<file path="src/rtl/prog_clock_divider.sv">
// Multi-channel programmable clock divider with shadowed configuration.
// Each channel divides fin by a ratio D and stays high for H cycles at the end of every period.
module prog_clock_divider #(
  parameter int W       = 8,
  parameter int NCH     = 2,
  parameter int DEF_DIV = 8,
  localparam int CW     = (NCH > 1) ? $clog2(NCH) : 1
) (
  input  logic           fin,
  input  logic           reset,
  input  logic           en,
  input  logic           sync,
  input  logic           cfg_wr,
  input  logic [CW-1:0]  cfg_ch,
  input  logic [W-1:0]   cfg_div,
  input  logic [W-1:0]   cfg_high,
  output logic [NCH-1:0] fout,
  output logic [NCH-1:0] tick,
  output logic [NCH-1:0] pending,
  output logic           cfg_err
);

  logic [W-1:0]   cnt      [NCH];
  logic [W-1:0]   div_act  [NCH];
  logic [W-1:0]   high_act [NCH];
  logic [W-1:0]   div_sh   [NCH];
  logic [W-1:0]   high_sh  [NCH];

  logic [W-1:0]   cnt_n    [NCH];
  logic [W-1:0]   div_n    [NCH];
  logic [W-1:0]   high_n   [NCH];
  logic [W-1:0]   div_sh_n [NCH];
  logic [W-1:0]   high_sh_n[NCH];
  logic [NCH-1:0] pend_n;
  logic [NCH-1:0] fout_n;
  logic [NCH-1:0] wrap;
  logic           wr_ok;

  always_comb begin
    wr_ok = cfg_wr && (32'(cfg_ch) < NCH) && (cfg_div >= W'(2)) &&
            (cfg_high != '0) && (cfg_high < cfg_div);
    for (int i = 0; i < NCH; i++) begin
      wrap[i]      = en && (cnt[i] == div_act[i] - W'(1));
      cnt_n[i]     = cnt[i];
      div_n[i]     = div_act[i];
      high_n[i]    = high_act[i];
      div_sh_n[i]  = div_sh[i];
      high_sh_n[i] = high_sh[i];
      pend_n[i]    = pending[i];
      // sync outranks wrap; both restart the period and promote any pending shadow
      if (sync || wrap[i]) begin
        cnt_n[i] = '0;
        if (pending[i]) begin
          div_n[i]  = div_sh[i];
          high_n[i] = high_sh[i];
          pend_n[i] = 1'b0;
        end
      end else if (en) begin
        cnt_n[i] = cnt[i] + W'(1);
      end
      // a write landing in the apply cycle stays pending for the next boundary
      if (wr_ok && (cfg_ch == CW'(i))) begin
        div_sh_n[i]  = cfg_div;
        high_sh_n[i] = cfg_high;
        pend_n[i]    = 1'b1;
      end
      fout_n[i] = (cnt_n[i] >= div_n[i] - high_n[i]);
    end
  end

  assign tick = wrap;

  always_ff @(posedge fin) begin
    if (reset) begin
      for (int i = 0; i < NCH; i++) begin
        cnt[i]      <= '0;
        div_act[i]  <= W'(DEF_DIV);
        high_act[i] <= W'(DEF_DIV / 2);
        div_sh[i]   <= W'(DEF_DIV);
        high_sh[i]  <= W'(DEF_DIV / 2);
      end
      pending <= '0;
      fout    <= '0;
      cfg_err <= 1'b0;
    end else begin
      for (int i = 0; i < NCH; i++) begin
        cnt[i]      <= cnt_n[i];
        div_act[i]  <= div_n[i];
        high_act[i] <= high_n[i];
        div_sh[i]   <= div_sh_n[i];
        high_sh[i]  <= high_sh_n[i];
      end
      pending <= pend_n;
      fout    <= fout_n;
      cfg_err <= cfg_wr && !wr_ok;
    end
  end

endmodule

</file>
<file path="config.mk">
export PLATFORM = sky130hd
export DESIGN_NAME = prog_clock_divider
export DESIGN_NICKNAME = d
export VERILOG_FILES = /design/src/rtl/prog_clock_divider.sv
export SDC_FILE = /design/constraint.sdc
export NUM_CORES = 1
export LEC_CHECK = 0
export ABC_AREA = 1
export BUFFER_PORTS_ARGS = -buffer_cell sky130_fd_sc_hd__buf_2
export CAP_MARGIN = 20
export CORE_MARGIN = 2
export CORE_UTILIZATION = 40
export DETAILED_ROUTE_END_ITERATION = 10
export PLACE_DENSITY_LB_ADDON = 0.05
export SETUP_SLACK_MARGIN = 0.4
export SLEW_MARGIN = 20
export SYNTH_ARGS = -nofsm -noshare
export SYNTH_HDL_FRONTEND = slang
export SYNTH_SLANG_ARGS = --single-unit
</file>
<file path="constraint.sdc">
create_clock -name fin -period 4.2 [get_ports fin]
set_input_delay 0.84 -clock fin [delete_from_list [all_inputs] [get_ports fin]]
set_output_delay 0.84 -clock fin [all_outputs]
set_load 0.03 [all_outputs]
</file>
# After elaboration in Yosys (flattened, before gate mapping)
# Memory sizes are Yosys's and may differ from the RTL's.
# Cells that the tools add are included.
# word_totals
output_inout_bits	7
mem_bits_ro	0
n_memories	5
latch_bits	0
regBits	5
mem_bits_rw	80
# mem_list
name	depth	width	read_ports	rd_ports_with_merged_regs	wr	line_no	source
cnt	2	8	2	0	2	23	logic [W-1:0] cnt [NCH];
div_act	2	8	2	0	2	24	logic [W-1:0] div_act [NCH];
div_sh	2	8	2	0	2	26	logic [W-1:0] div_sh [NCH];
high_act	2	8	2	0	2	25	logic [W-1:0] high_act [NCH];
high_sh	2	8	2	0	2	27	logic [W-1:0] high_sh [NCH];
# classes
n_bitwise	11
reduce_logical	14
order_cmp	4
add_sub_neg	6
eq_ne	2
multipliers	0
shifts	0
mux	33
div	0
# op_table
cell	n
two-way mux 8 bit	26
adder 8 x 1 -> 8 bit (second input constant)	2
equality test 8 bit	2
>= comparator 8 bit	2
subtractor 8 x 1 -> 8 bit (second input constant)	2
subtractor 8 bit	2
bitwise OR 1 bit	10
>= comparator 8 x 2 -> 1 bit (second input constant)	1
logical AND 1 bit	8
less-than comparator 8 bit	1
nonzero test 8 bit	1
two-way mux 1 bit	7
nonzero test 2 bit	2
logical OR 1 bit	2
zero test 1 bit	1
NOT 1 bit	1

# Longest topological paths before layout
# Gate-level depths: netlist (run 1).
# depth
depth_word	7
depth_mapped	35
depth_no_buf	33

# Worst setup path after synthesis (run 1)
# OpenSTA, ideal clock, no wires.
# synth_path
kind	input to register
start	input en
end	register fout[0]
stages	28
path_buffers	2
setup_slack_ns	0.065
arrival_time_ns	4.020
required_ns	4.085
setup_time_ns	0.115
cell_sequence	buf_4 inv_2 a21oi_1 o21ai_0 nor2_1 nand3_1 nor2_1 nand3_1 nand2_2 nand2_2 buf_2 o21ai_0 inv_1 ha_1 a21oi_1 o21ai_0 a21oi_1 nor2_1 nor2_1 nor2_1 o21a_1 nor2_1 xor2_1 ha_1 inv_1 nor2_1 o21ai_0 inv_1
# synth_lines
element	line_no	source
start: declaration	11	input logic en,
end signal: assignment	94	fout <= fout_n;
end: declaration	17	output logic [NCH-1:0] fout,

==> results of run 1 <==
stage by stage:
step                      cell area (um2)  hold WS, ps   util  instances
after floorplan                      5050          425      -        689
after detailed placement             5370          461  0.443        874
after global routing                 6040          518  0.498        909
final                                6040          479  0.498        909
after global placement               5370          462  0.443        874
after CTS                            5730          476  0.473        893
worst max-delay path, stage by stage (launching register included):
cell,delay (ps)
dfxtp_2,330
inv_2,50
ha_4,160
xnor2_1,200
xor2_1,160
nand3_1,90
nor2_1,120
nand3_1,150
nand2_4,150
nand2_8,90
mux2i_4,200
inv_1,60
ha_2,190
fa_1,410
ha_1,270
a21boi_0,120
o21a_1,170
o21a_1,160
o211ai_1,150
nand2_1,70
a21oi_1,140
nor2_1,50
o21ai_1,120
inv_1,40
kinds of logic after synthesis:
group,after synthesis,share of synthesized area
AOI/OAI and AO/OA,111,0.120
xor gates and xnor gates,33,0.0576
adders and majority gates,42,0.106
buffers and inverters,127,0.101
DFF,85,0.339
muxes,15,0.0322
and+or+nand+nor,276,0.243
routing by layer:
| metal | vias to the layer above | global-route usage | share of wire | wire, um |
|---|---|---|---|---|
| met1 | 1933 | 0.276 | 0.52 | 6430 |
| met3 | 11 | 0.0329 | 0.041 | 499 |
| met2 | 64 | 0.296 | 0.42 | 5230 |
| li1 | 2322 | - | - | - |
| met5 | - | 0 | 0 | 0 |
| met4 | 0 | 0.0690 | 0.013 | 156 |
final timing paths:
kind | start | slack [ps] | end
worst max-delay path | div_act[0][0] | 410 | fout[0]
worst max register to register | div_act[0][0] | 410 | fout[0]
worst min-delay path | high_sh[0][7] | 480 | high_sh[0][7]
worst min register to register | high_sh[0][7] | 480 | high_sh[0][7]
cells in the final DEF (no fill, tap or decap), drive strengths merged, types with 11 or more instances in the layout:
cell type	count
o21ai	53
nor3	22
nand3	27
xor2	26
ha	41
clkbuf	11
nor2	99
dfxtp	85
nand2	112
a21oi	42
buf	57
inv	105
flip-flops by register name, indices dropped and copies added (netlist names):
name      count
div_act      16
cfg_err       1
cnt          16
div_sh       16
fout          2
pending       2
high_sh      16
high_act     16
cell type report:
cell class                 instances  area, um2
sequential                        85       1710
clock inverter                     5       60.1
fill                            1237       6080
inverter                         105        399
multi-input combinational        478       3050
clock buffer                      11        233
timing repair buffer              57        382
tap                              168        210
timing repair:
item | 4_1_cts | 5_1_grt
setup endpoints to repair | 2 | 2
buffers inserted | 3 | 15
pin swaps | 3 | 23
gates resized for setup | 14 | 46
cloned | 0 | 1
hold buffers | 0 | 0
power by group:
| group | internal (mW) | switching [mW] |
|---|---|---|
| logic | 0.136 | 0.200 |
| registers | 0.840 | 0.0227 |
| clock network | 0.464 | 0.336 |
==> out/results.ini, run 1 <==
[status]
status = completed

[timing]
min_period_over_period = 0.903
fin_ws_ps = 406
worstMarginPinSlew_ps = 576
hold_viol = 0
min_period_ps = 3790
slew_headroom = 0.616
setup_viol_count_final = 0
max_freq_mhz = 264
rsz0062_at_grt = yes
final_max_slew_viol_count = 0
tns_ps = 0
skew_ps = 4.33

[grt]
grt_pass1_wl_mm = 20.2
grt_overflow_total = 0
grt.total_usage = 0.194
grt_antenna_before_repair = 0
grt_max_degree = 48
grt_pass1_vias = 4089

[power]
leakage_nw = 2.83
total_power_mw = 2.00
power-per-cell-area_nw_per_um2 = 331
ir_worst_vdd_v = 0.000226

[drt]
wl_mm = 12.3
routedWlPerCell_um = 13.5
vias_per_cell = 4.76
vias = 4330
postRouteAntennaNets = 0
drcViolationCount = 0
first_iter_violations = 153
dr.pass1.iters = 4

[finish]
drive_gt1_frac = 0.204
area_growth_pct = 20.4
nNetsFinal = 800
diodes = 0

[worst_hold_path]
hp-class = register to register
whs_path_depth = 2

[setup_path]
crit_fanout = 6
r2r_cells = 23
cp.required_ps = 4440
critPathKind = register to register
start_kind = register
cp.arrival_ps = 4030
worstSetupEndpointType = register

[floorplan]
initial_utilization = 0.414
die_area_um2 = 13400
ios = 29
fp.dieH_um = 116
fp.dieW_um = 116
rows = 40
core_um2 = 12100

[synthesis]
yosysWarnings = 0
synthTopCellsByArea = dfxtp_1 34%, ha_1 10%, nand2_1 7.3%, inv_1 7.1%, nor2_1 7.1%
synth_top_area_frac = 0.339
yosysTopAreaCell = dfxtp_1
syn_area_um2 = 5010
synth.most_common_cell = nand2_1
syn_inst = 689
syn_nets = 753
avgSynthCellArea_um2 = 7.28
synth_edf_count = 0
ys_seq_elements = 85
async_reset_ff_frac = 0
yosysUniqueCellTypes = 41
ys_top_cells_by_count = 97 x nand2_1, 95 x inv_1, 95 x nor2_1
synth-main-ff-cell = dfxtp_1
seq_area_frac_synth = 0.339

[clock_tree]
clkSinkCount = 85
tritoncts = yes
cts_root_buf = clkbuf_16
clock_path_buffers = 2
clk_pin_slew_ps = 60
h-tree-depth = 3
insertion_delay_ps = 340
cts_buffers = 9

[placed_design]
io_buffers = 28
place_congestion = 0.803
place_ws_ps = 60.9
place_hpwl_mm = 8.98

[flow_run]
maxCapViolCount = 0

No activity file was read; power rests on OpenSTA's default activity.
==> run 2: changes to the inputs <==
--- a/config.mk
+++ b/config.mk
@@ -9,7 +9,7 @@
 export BUFFER_PORTS_ARGS = -buffer_cell sky130_fd_sc_hd__buf_2
 export CAP_MARGIN = 20
 export CORE_MARGIN = 2
-export CORE_UTILIZATION = 40
+export CORE_UTILIZATION = 50
 export DETAILED_ROUTE_END_ITERATION = 10
 export PLACE_DENSITY_LB_ADDON = 0.05
 export SETUP_SLACK_MARGIN = 0.4
==> run 2 against run 1 <==
Effect of this change:
- die area shrank 19%
- clock power down 27%
- clock skew increased by 5.5 ps
- sequential share of layout area rose by 1.1 points
- register-to-register slack lost 30 ps
- count of clock-buffer cells in the layout fell by 2
- core utilization grew 9.6 points
- flip-flop and latch count unchanged
- critical path depth grew 3
- final cell count is 5.0% lower
- sequential power hardly changed
- hold slack worse by 2.2 ps
- critical path type unchanged
- critical endpoint unchanged
==> out/results.ini, run 2 (synthesized netlist as in run 1, its figures left out) <==
[status]
status = completed

[setup_path]
r2r_end = fout[0]
cp_slowest_cell = dfxtp_2
crit_family = simple AND/OR/NAND/NOR gates
cp.required_ps = 4450  ; about the same
rrSetupSlack_ps = 380  ; -30 ps
critPathLaunch = div_act[0][0]
crit_end = fout[0]
path_buf_inv = 6  ; +3
r2r_cells = 26  ; +13%
path_common_cell = nor2_1
worstSetupEndpointType = register
critPathMaxStageDelay_ps = 340  ; -70 ps
reg2reg_from = div_act[0][0]
crit_cells = 26  ; +13%
cp.arrival_ps = 4070  ; +40 ps
crit_fanout = 6  ; unchanged
critPathKind = register to register
start_kind = register

[power]
clkPwrFrac = 0.329  ; -0.071
p_comb_frac = 0.184  ; +0.016
leakage_nw = 2.75  ; -2.8%
power-per-cell-area_nw_per_um2 = 304  ; -8.0%
ir_worst_vdd_v = 0.000208  ; -8.2%
intPower_mw = 1.24  ; -14%
pwr-share-seq = 0.487  ; +0.055
swShare = 0.296  ; +0.0165
p_switching_mw = 0.523  ; -6.3%

[clock_tree]
clkSinkCount = 85  ; unchanged
insertion_delay_ps = 350  ; about the same
clock_path_buffers = 2  ; unchanged
cts_root_buf = clkbuf_8
tritoncts = yes
cts_buffers = 9  ; unchanged
clk_pin_slew_ps = 90  ; +30 ps
h-tree-depth = 3  ; unchanged
hold_buffers = 0  ; unchanged

[finish]
final_common_cell = nand2_1
nNetsFinal = 790  ; -1.3%
area_growth_pct = 15.8
drive_gt1_frac = 0.187  ; -0.0164
diodes = 0  ; unchanged
layout_common_cells = 97 x nand2_1, 90 x inv_1, 90 x nor2_1, 83 x dfxtp_1, 41 x o21ai_0

[drt]
vias = 4375  ; +1.0%
dr.pass1.iters = 5  ; +1
drcViolationCount = 0  ; unchanged
vias_per_cell = 5.06  ; +6.3%
routedWlPerCell_um = 13.4  ; -1.3%
postRouteAntennaNets = 0  ; unchanged
wl_mm = 11.6  ; -6.2%
first_iter_violations = 210  ; +37%

[placed_design]
place_hpwl_mm = 8.61  ; -4.1%
io_buffers = 28  ; unchanged
place_congestion = 0.866  ; +7.9%

[timing]
final_max_slew_viol_count = 0  ; unchanged
min_period_over_period = 0.910  ; +0.00648
skew_ps = 9.80  ; +5.48 ps
slew_headroom = 0.644  ; +0.0277
setup_viol_count_final = 0  ; unchanged
min_period_ps = 3820  ; +27.2 ps
holdWs_ps = 477  ; -2.18 ps
rsz0062_at_grt = yes
hold_viol = 0  ; unchanged
tns_ps = 0  ; unchanged
max_freq_mhz = 262  ; -0.71%
worstMarginPinSlew_ps = 533  ; -43.1 ps

[grt]
grt_pass1_wl_mm = 19.7  ; -2.4%
grt_pass1_vias = 4200  ; +2.7%
grt_overflow_total = 0  ; unchanged
grt.total_usage = 0.221  ; +0.0270
grt_antenna_before_repair = 0  ; unchanged
grt_max_degree = 47  ; -2.1%

[floorplan]
fp.dieW_um = 104  ; -10%
ios = 29  ; unchanged
fp.dieH_um = 104  ; -10%
initial_utilization = 0.513  ; +0.0990
rows = 36  ; -10%
core_um2 = 9770  ; -19%
die_area_um2 = 10800  ; -19%

[worst_hold_path]
hp-class = register to register
hp-start = high_sh[0][15]

[flow_run]
maxCapViolCount = 0  ; unchanged

run 2: metal layers:
metal | part of all wire | GRT usage | vias up
met5 | 0 | 0 | -
met4 | 0.013 | 0.0705 | 0
met3 | 0.034 | 0.0257 | 11
met2 | 0.43 | 0.333 | 78
met1 | 0.53 | 0.328 | 1997
li1 | - | - | 2289
run 2: cell type report:
class	count	area (um2)
Sequential cell	85	1700
Tap cell	133	166
Timing Repair Buffer	47	319
Inverter	105	397
Fill cell	941	3970
Clock buffer	9	124
Clock inverter	7	72.6
Multi-Input combinational cell	478	3020
run 2: repair_timing:
action / 4_1_cts / 5_1_grt
gates resized for setup: 22 / 25
gates cloned: 1 / 0
pin swaps: 7 / 20
setup endpoints to repair: 2 / 2
setup buffers: 5 / 4
run 2: worst min-delay path: cells and delay by family, from the launching register on:
| family | cells | cell delay (ps) |
|---|---|---|
| flops | 1 | 300 |
| buf+inv | 1 | 70 |
| compound gates | 1 | 60 |
run 2: stage by stage:
step	area, um2	total power [mW]	utilization	setup slack [ps]	instances
2_1_floorplan	5050	1.09	-	204	689
3_3_place_gp	5310	1.16	0.543	110	837
3_5_place_dp	5310	1.17	0.543	51.6	837
4_1_cts	5630	1.77	0.576	395	859
5_1_grt	5810	1.87	0.594	55.6	864
6_report	5810	1.77	0.594	379	864
run 2: power groups by stage:
stage                     Combinational, mW  Clock (mW)  Sequential [mW]
after floorplan                       0.218           0            0.876
after global placement                0.286           0            0.876
after detailed placement              0.295           0            0.877
after CTS                             0.310       0.597            0.860
after global routing                  0.372       0.634            0.865
final                                 0.325       0.582            0.861
run 2: how the worst min path moves through the flow:
stage	end	slack, ps	depth (start not counted)
after CTS	high_sh[0][2]	480	2
after global routing	high_sh[0][2]	500	2
after floorplan	high_sh[0][7]	420	2
after global placement	high_sh[0][2]	460	2
final	high_sh[0][15]	480	2
after detailed placement	div_sh[0][11]	460	2
